$ cat src/rtl/divider_iterative.sv
// divider_iterative: multi-cycle restoring divider, one quotient bit per cycle, signed mode under DIVIDER_SIGNED_EN
module divider_iterative #(
  parameter int WIDTH = 32
) (
  input  logic             clk,
  input  logic             reset,
  input  logic             start,
  input  logic             is_signed,
  input  logic [WIDTH-1:0] a,
  input  logic [WIDTH-1:0] b,
  output logic             busy,
  output logic             done,
  output logic [WIDTH-1:0] q,
  output logic [WIDTH-1:0] r,
  output logic             div_by_zero
);
  localparam int CW = $clog2(WIDTH);
  typedef enum logic [1:0] {IDLE, RUN, DONE} state_t;
  state_t state;
  logic [CW-1:0] cnt;
  logic [WIDTH-1:0] rem, dvd, dvs, a_org, a_mag, b_mag, rem_n, dvd_n, q_fix, r_fix;
  logic [WIDTH:0] sh, diff;
  assign sh    = {rem, dvd[WIDTH-1]};
  assign diff  = sh - {1'b0, dvs};
  assign rem_n = diff[WIDTH] ? sh[WIDTH-1:0] : diff[WIDTH-1:0];
  assign dvd_n = {dvd[WIDTH-2:0], ~diff[WIDTH]};
`ifdef DIVIDER_SIGNED_EN
  logic q_neg, r_neg;
  assign a_mag = (is_signed && a[WIDTH-1]) ? -a : a;
  assign b_mag = (is_signed && b[WIDTH-1]) ? -b : b;
  assign q_fix = q_neg ? -dvd_n : dvd_n;
  assign r_fix = r_neg ? -rem_n : rem_n;
`else
  logic unused_is_signed;
  assign unused_is_signed = is_signed;
  assign a_mag = a;
  assign b_mag = b;
  assign q_fix = dvd_n;
  assign r_fix = rem_n;
`endif
  // control FSM and datapath; a zero divisor magnitude means b was zero
  always_ff @(posedge clk) begin
    if (reset) begin
      state <= IDLE;
      cnt <= '0;
      rem <= '0;
      dvd <= '0;
      dvs <= '0;
      a_org <= '0;
      busy <= 1'b0;
      done <= 1'b0;
      q <= '0;
      r <= '0;
      div_by_zero <= 1'b0;
`ifdef DIVIDER_SIGNED_EN
      q_neg <= 1'b0;
      r_neg <= 1'b0;
`endif
    end else if (state == RUN) begin
      rem <= rem_n;
      dvd <= dvd_n;
      cnt <= cnt + 1'b1;
      if (cnt == CW'(WIDTH-1)) begin
        q <= (dvs == '0) ? '1 : q_fix;
        r <= (dvs == '0) ? a_org : r_fix;
        div_by_zero <= (dvs == '0);
        state <= DONE;
        busy <= 1'b0;
        done <= 1'b1;
      end
    end else if (start) begin
      a_org <= a;
      dvd <= a_mag;
      dvs <= b_mag;
      rem <= '0;
      cnt <= '0;
      state <= RUN;
      busy <= 1'b1;
      done <= 1'b0;
`ifdef DIVIDER_SIGNED_EN
      q_neg <= is_signed && (a[WIDTH-1] ^ b[WIDTH-1]);
      r_neg <= is_signed && a[WIDTH-1];
`endif
    end else begin
      state <= IDLE;
      done <= 1'b0;
    end
  end
endmodule

$ cat config.mk
export PLATFORM = sky130hd
export DESIGN_NAME = divider_iterative
export DESIGN_NICKNAME = d
export VERILOG_FILES = /design/src/rtl/divider_iterative.sv
export SDC_FILE = /design/constraint.sdc
export NUM_CORES = 1
export LEC_CHECK = 0
export ABC_AREA = 1
export ABC_CLOCK_PERIOD_IN_PS = 3700
export CELL_PAD_IN_SITES_DETAIL_PLACEMENT = 0
export CELL_PAD_IN_SITES_GLOBAL_PLACEMENT = 2
export CORE_UTILIZATION = 38
export DETAILED_ROUTE_END_ITERATION = 12
export DONT_BUFFER_PORTS = 1
export PLACE_DENSITY_LB_ADDON = 0.2
export SYNTH_ARGS = -nofsm -noshare
export SYNTH_HDL_FRONTEND = slang
export SYNTH_SLANG_ARGS = --single-unit
export TNS_END_PERCENT = 1
$ cat constraint.sdc
create_clock -name clk -period 3.7 [get_ports clk]
set_clock_uncertainty 0.2 [all_clocks]
set_input_delay 0.74 -clock clk [delete_from_list [all_inputs] [get_ports clk]]
set_output_delay 0.74 -clock clk [all_outputs]
set_load 0.02 [all_outputs]
# Word-level counts from Yosys, hierarchy flattened
# Index checks and enable logic that the tools add are counted.
# classes
n_reduce_logical,6
mux,15
n_eq_ne,3
bitwise_logic,2
addsub,2
# op_table
cell,n
$mux W32,7
$sub A33 B32 Y33,1
$logic_not A32 Y1,1
$mux W5,2
$reduce_and A2 Y1,3
$add A5 B1 Y5 const B,1
$eq A5 B5 Y1 const B,1
$mux W1,4
$mux W2,2
$eq A2 B1 Y1 const B,1
$ne A2 B1 Y1 const B,1
$not A1 Y1,2
$reduce_bool A2 Y1,1
$reduce_or A2 Y1,1
# totals
reg_bits,202
output_inout_bits,67
word_cells,39
inputBits,68

# Logic depth before layout (Yosys ltp)
# Gate-level depths: netlist of the first run.
# depth
depth_word,3
depth_mapped,19
depth_no_buf,18

# Worst setup path before layout of the first run
# No wires, ideal clock.
# synth_timing
path_kind,register to register
startpoint,reg dvd[31]
endpoint,reg r[31]
arrival_ps,2060
synth_period_minus_slack_ps,2379
setup_ps,120
n_path_buf,0
stages_incl_launch_ff,18
required_time_ps,3380
path_slack_ps,1321
path_cell_list,dfxtp_1 inv_1 ha_1 inv_1 fa_1 nand2_1 nand2_1 nand3b_1 nand2_2 nand2_2 nand2_2 nand2_2 nand2_2 nand2_4 nand2_8 or2_1 nand3_1 nand3_1
# synth_between
elab_chain_len,3
# synth_lines
item,line,source
start: declaration,21,"logic [WIDTH-1:0] rem, dvd, dvs, a_org, a_mag, b_mag, rem_n, dvd_n, q_fix, r_fix;"
start signal: assignment,61,dvd <= dvd_n;
start signal: assignment,73,dvd <= a_mag;
$sub A33 B32 Y33,24,"assign diff = sh - {1'b0, dvs};"
$mux W32,25,assign rem_n = diff[WIDTH] ? sh[WIDTH-1:0] : diff[WIDTH-1:0];
$mux W32,65,r <= (dvs == '0) ? a_org : r_fix;
end signal: assignment,65,
end: declaration,14,"output logic [WIDTH-1:0] r,"
# No other way between the ends.
# A chain may end at the register's enable or synchronous reset.

# Worst setup path after layout of the first run
# layout_timing
startpoint,reg dvs[0]
endpoint,reg r[31]
# layout_between
elab_chain_len,3
word_cells_on_any_way,4
classes_between,add/sub: 1; mux: 2; reduce/logical: 1
# layout_lines
item,line,source
start: declaration,21,
start signal: assignment,74,dvs <= b_mag;
$sub A33 B32 Y33,24,
$mux W32,25,
$mux W32 (*),65,
# Every way passes the cells marked *; elsewhere a longest branch is shown, timed or not.

==> impl_metrics.yaml, run 1 <==
setup_path:
  crit_chain: "ha_1 > inv_1 > fa_1 > nand2_1 > nand2_1 > nand3b_1 > nand2_2 > nand2_2 > nand2_2 > nand2_2 > nand2_2 > nand2_4 > nand2_8 > or2_1 > nand3_1 > nand3_1"
  cp_top_family: "simple AND/OR/NAND/NOR gates"
  cp.arrival_ps: 3180
  required_ps: 3900
  r2r-start: "dvs[0]"
  setup.worst_path.end_class: "flop"
  crit_buf_inv: 1
  rr_endpoint: "r[31]"
  cp_max_fo: 36
  worst_path_most_repeated_cell: "nand2_2"
  crit_path_max_incr_delay_ps: 450
  crit_type: "reg2reg"
  slowest_stage: "fa_1"
  r2r_setup_slack_ps: 720
  start_kind: "flop"
  r2r_cells: 16
logic_synthesis:
  synthCells: 1573
  ys_warn_count: 0
  synth_edf_count: 0
  synthTopCellsByArea: "dfxtp_1, nand2_1, inv_1"
  async_reset_ff_share_pct: 0
  synth_ff_type: "dfxtp_1"
  synth_top_area_share_pct: 38.4
  netlist_area_um2: 10500
  ys_seq_area_share_pct: 38.4
  yosysUniqueCellTypes: 42
  syn_nets: 1676
  synth.avg_cell_area_um2: 6.69
  synth.largest_area_cell: "dfxtp_1"
  ys_ff_latch: 202
die:
  die_w_um: 168
  rows: 60
  initial_core_util_pct: 38.9
  io_pins: 135
  die_area_um2: 28400
  die_h_um: 168
  coreArea_um2: 27100
cts:
  cts_hold_buf: 0
  cts.reportedPaths.clkPinSlew_ps: 60
  cts.path.max_buffers: 3
  cts_made_buffers: 25
  post_cts_buffers: 0
  cts_resized: 0
  cts_root_buffer: "clkbuf_16"
  clock_latency_ps: 510
  cts_max_level: 1
  cts_tree: "built"
  clock_sinks: 202
timing:
  rsz0062_at_grt: "no"
  final_hold_viol_count: 0
  period_needed_ps: 2980
  setup_viol: 0
  max-slew-margin-rel_pct: 33.9
  worst_pin_slew_ps: 991
  drv_slew: 0
  period_share_pct: 80.4
  clock.fmax_ghz: 0.336
  setup_tns_ps: 0
run:
  drv_cap: 0
pwr:
  cellPowerDensity_nw_per_um2: 902
  total_power_mw: 10.6
  max-vdd-ir-drop_mv: 0.463
  power.internal_mw: 5.75
  p_leak_nw: 5.50
  clkPwrFrac_pct: 25.0
  p_switching_mw: 4.82
  p_seq_share_pct: 24.3
  swShare_pct: 45.6
  combPwrFrac_pct: 50.8
grt:
  first_global_vias: 8989
  antenna_found_initial: 0
  overflow: 0
  grt_max_degree: 66
  grtUsageTotal_pct: 22.6
  grt_first_pass_wirelength_mm: 50.6
route:
  ant_nets: 0
  dr.max_layer_used: "met4"
  vias: 9424
  wl_met2_mm: 14.6
  first_iter_violations: 552
  avgViaCountPerCell: 4.86
  first_pass_iters: 5
  drcViolationCount: 0
  wire_per_inst_um: 16.5
  wl_met1_mm: 15.1
  drt_wl_total_mm: 32.0
  wl_met3_mm: 1.73
status:
  outcome: "finished, final reports clean"
finish:
  final_cell_area_um2: 11700
  final_common_cell: "nand2_1"
  n_antenna_cell: 0
  layout-drive-gt1-share_pct: 5.68
  syn2layout_area_growth_pct: 11.3
  finalNetCount: 1654
  mostFrequentLayoutCells: "nand2_1, inv_1, dfxtp_1"
min_path:
  hold_class: "in2reg"
  whs_path_depth: 1
  holdCritStartpoint: "reset"
  hold_end: "r[2]"
placement:
  hpwlAfterDp_mm: 24.0
  post_dp_cell_area_um2: 10800
  portBuffers: 0
  routabilityCongestion: 0.838
==> layer usage <==
layer	global-route usage, %	up-vias
li1	-	4954
met1	30.8	4270
met2	37.2	174
met3	4.37	26
met4	4.35	0
met5	0	-
==> worst max path at each step <==
stage / start / end / slack, ps / cells after the start
floorplan: dvd[31] / r[31] / 1320 / 17
detailed placement: dvd[31] / r[31] / 690 / 17
CTS: dvd[31] / r[31] / 660 / 17
global route: dvd[31] / r[26] / 380 / 17
finish: dvs[0] / r[31] / 720 / 16
global placement: dvd[31] / r[31] / 710 / 17
==> cell families (layout without fill, tap and decap cells) <==
family | Yosys count | after routing | share of synthesized area (%)
and+or+nand+nor | 667 | 667 | 27.3
buffers and inverters | 357 | 351 | 13.4
AOI/OAI and AO/OA | 297 | 297 | 15.5
DFF | 202 | 202 | 38.4
adders and majority gates | 35 | 35 | 4.23
xor gates and xnor gates | 15 | 15 | 1.25
==> power by group through the flow <==
stage	clock network, mW	registers (mW)	logic [mW]
floorplan	0	2.53	4.22
global placement	0	2.62	5.36
detailed placement	0	2.62	5.37
CTS	2.71	2.57	5.40
global route	2.80	2.59	6.12
finish	2.64	2.56	5.36
==> sequential cells by signal (all words and copies together) (netlist names), 2 cells and up <==
signal	count
cnt	5
q	32
state	2
dvd	32
dvs	32
a_org	32
r	32
rem	32
==> cells in the mapped netlist (2+ instances only) <==
| master | count |
|---|---|
| buf_2 | 8 |
| a21oi_1 | 113 |
| o21bai_1 | 2 |
| nor3_1 | 4 |
| nand3b_1 | 25 |
| nor2_2 | 5 |
| nand3_1 | 101 |
| buf_6 | 6 |
| a22o_1 | 2 |
| xnor2_1 | 14 |
| a31oi_1 | 4 |
| nand4_1 | 12 |
| clkinv_1 | 2 |
| dfxtp_1 | 202 |
| o22ai_1 | 23 |
| nor4_1 | 8 |
| nand2_1 | 428 |
| o21ai_0 | 128 |
| clkbuf_1 | 49 |
| nor2_1 | 66 |
| and2_1 | 3 |
| ha_1 | 34 |
| a21o_1 | 2 |
| nand2_2 | 8 |
| inv_2 | 8 |
| o221ai_1 | 18 |
| inv_1 | 283 |
==> final cells by class <==
type,instances,area (um2)
timing repair buffer,15,125
fill,2904,15400
clock buffer,32,702
sequential,202,4040
inverter,293,1100
multi-input combinational,1014,5090
tap,372,465
clock inverter,11,191
==> metrics by stage <==
stage	worst slack, ps	instances	hold slack (ps)	util (%)
3_3_place_gp	710	1896	257	39.9
5_1_grt	379	1939	94.9	43.2
2_1_floorplan	1320	1573	241	-
4_1_cts	659	1939	72.8	43.2
6_report	723	1939	113	43.2
3_5_place_dp	690	1896	264	39.9
Power figures use the tool's default switching activity.
==> run 2: changes to the inputs <==
ABC_CLOCK_PERIOD_IN_PS = 2400   (was 3700)
CORE_UTILIZATION = 32   (was 38)
clock period = 2.4 ns   (was 3.7 ns; I/O delays follow)
==> impl_metrics.yaml, run 2 (same netlist as run 1, synthesis figures left out) <==
timing:
  clock.fmax_ghz: 0.396
  period_needed_ps: 2530
  whs_ps: -140
  worst_pin_slew_ps: 511
  rsz0062_at_grt: "yes"
  drv_slew: 0
  setup_slack_ps: -126
  setup_viol: 66
  final_hold_viol_count: 32
  period_share_pct: 105
  max-slew-margin-rel_pct: 65.7
cts:
  cts_max_level: 1
  cts_made_buffers: 25
  cts.path.max_buffers: 3
  cts_root_buffer: "clkbuf_16"
  cts.reportedPaths.clkPinSlew_ps: 60
  clock_latency_ps: 520
  clock_sinks: 202
  cts_tree: "built"
finish:
  n_antenna_cell: 0
  syn2layout_area_growth_pct: 31.2
  finalNetCount: 1848
  mostFrequentLayoutCells: "nand2_1, inv_1, dfxtp_1"
  final_common_cell: "nand2_1"
  final_cells: 2205
  layout-drive-gt1-share_pct: 16.8
pwr:
  swShare_pct: 44.5
  combPwrFrac_pct: 60.4
  p_seq_share_pct: 20.5
  p_switching_mw: 8.62
  max-vdd-ir-drop_mv: 0.689
  cellPowerDensity_nw_per_um2: 1400
  clkPwrFrac_pct: 19.1
  power.internal_mw: 10.7
  p_leak_nw: 6.51
route:
  ant_nets: 0
  first_pass_iters: 5
  drt_wl_total_mm: 35.9
  wire_per_inst_um: 16.3
  first_iter_violations: 499
  vias: 10300
  drcViolationCount: 0
  avgViaCountPerCell: 4.67
setup_path:
  worst_path_most_repeated_cell: "nand2_2"
  cp_max_fo: 20
  setup.worst_path.end_class: "flop"
  required_ps: 2650
  crit_path_max_incr_delay_ps: 360
  crit_buf_inv: 3
  slowest_stage: "fa_2"
  cp.arrival_ps: 2770
  cp_top_family: "simple AND/OR/NAND/NOR gates"
  crit_type: "reg2reg"
  crit_chain: "inv_2 > ha_4 > inv_4 > fa_2 > nand2_2 > nand2_2 > nand3b_1 > nand2_2 > nand2_2 > nand2_4 > nand2_4 > nand3_4 > buf_12 > nand3_1 > nand3_1 > a21oi_2"
  start_kind: "flop"
grt:
  grtUsageTotal_pct: 21.0
  antenna_found_initial: 0
  first_global_vias: 9876
  grt_max_degree: 66
  overflow: 0
  grt_first_pass_wirelength_mm: 55.1
die:
  initial_core_util_pct: 32.4
  die_area_um2: 33600
  io_pins: 135
  die_h_um: 183
  coreArea_um2: 32500
  rows: 66
  die_w_um: 183
run:
  drv_cap: 0
placement:
  hpwlAfterDp_mm: 26.6
  placed_cells: 2089
  portBuffers: 0
  routabilityCongestion: 0.821
  dp_slack_ps: -266
status:
  outcome: "complete, but fails checks"
  violations: "hold timing, setup timing"
min_path:
  hold_class: "in2reg"
==> run 2: stage by stage <==
step | cell area, um2 | hold slack (ps) | setup TNS (ps) | total power, mW | utilization (%)
floorplan | 10500 | 241 | 0 | 10.4 | -
global placement | 11900 | 259 | -9770 | 14.2 | 36.7
detailed placement | 11900 | 261 | -11250 | 14.3 | 36.7
CTS | 13400 | -188 | -4790 | 18.2 | 41.2
global route | 13800 | -186 | -14640 | 21.0 | 42.6
finish | 13800 | -140 | -5300 | 19.4 | 42.6
==> run 2: per-layer routing <==
layer	wire, um	share of wire [%]	vias to the layer above	track usage [%]
li1	-	-	5338	-
met1	17000	47	4745	28.0
met2	16600	46	185	34.9
met3	1740	4.9	29	3.93
met4	513	1.4	0	4.63
met5	0	0	-	0
==> run 2: worst reg2reg max path, delay by kind of cell (launching register included) <==
family	cells	cell delay, ps
AOI/OAI and AO/OA	1	120
adders and majority gates	2	500
buffers and inverters	3	320
DFF	1	310
and+or+nand+nor	10	1000
==> run 2: worst paths after layout <==
path | cells after the start | end | slack (ps) | from
worst max register to register | 16 | r[0] | -130 | dvd[31]
worst max-delay path | 16 | r[0] | -130 | dvd[31]
worst min-delay path | 1 | r[18] | -140 | reset
worst min register to register | 2 | q[29] | 270 | dvd[28]
==> run 2: power groups by stage <==
stage	combinational, mW	sequential, mW	clock [mW]
floorplan	6.51	3.90	0
CTS	10.4	3.97	3.80
global placement	10.2	4.04	0
global route	13.1	4.00	3.93
detailed placement	10.2	4.04	0
finish	11.7	3.97	3.69
==> run 2: layout make-up <==
| cell class | instances | area, um2 |
|---|---|---|
| clock buffers | 37 | 731 |
| well taps | 442 | 553 |
| inverters | 293 | 1110 |
| clock inverters | 8 | 73.8 |
| flip-flops and latches | 202 | 4050 |
| fillers | 3482 | 18600 |
| repair buffers | 208 | 1870 |
| multi-input cells | 1015 | 5430 |
==> run 2: what timing repair did <==
item | CTS | global route
gates resized for setup | 10 | 89
buffers inserted | 0 | 4
hold buffers | 62 | 1
endpoints found under the setup margin | 66 | 119
hold endpoints to repair | 101 | 34
cloned | 0 | 4
pin swaps | 1 | 21
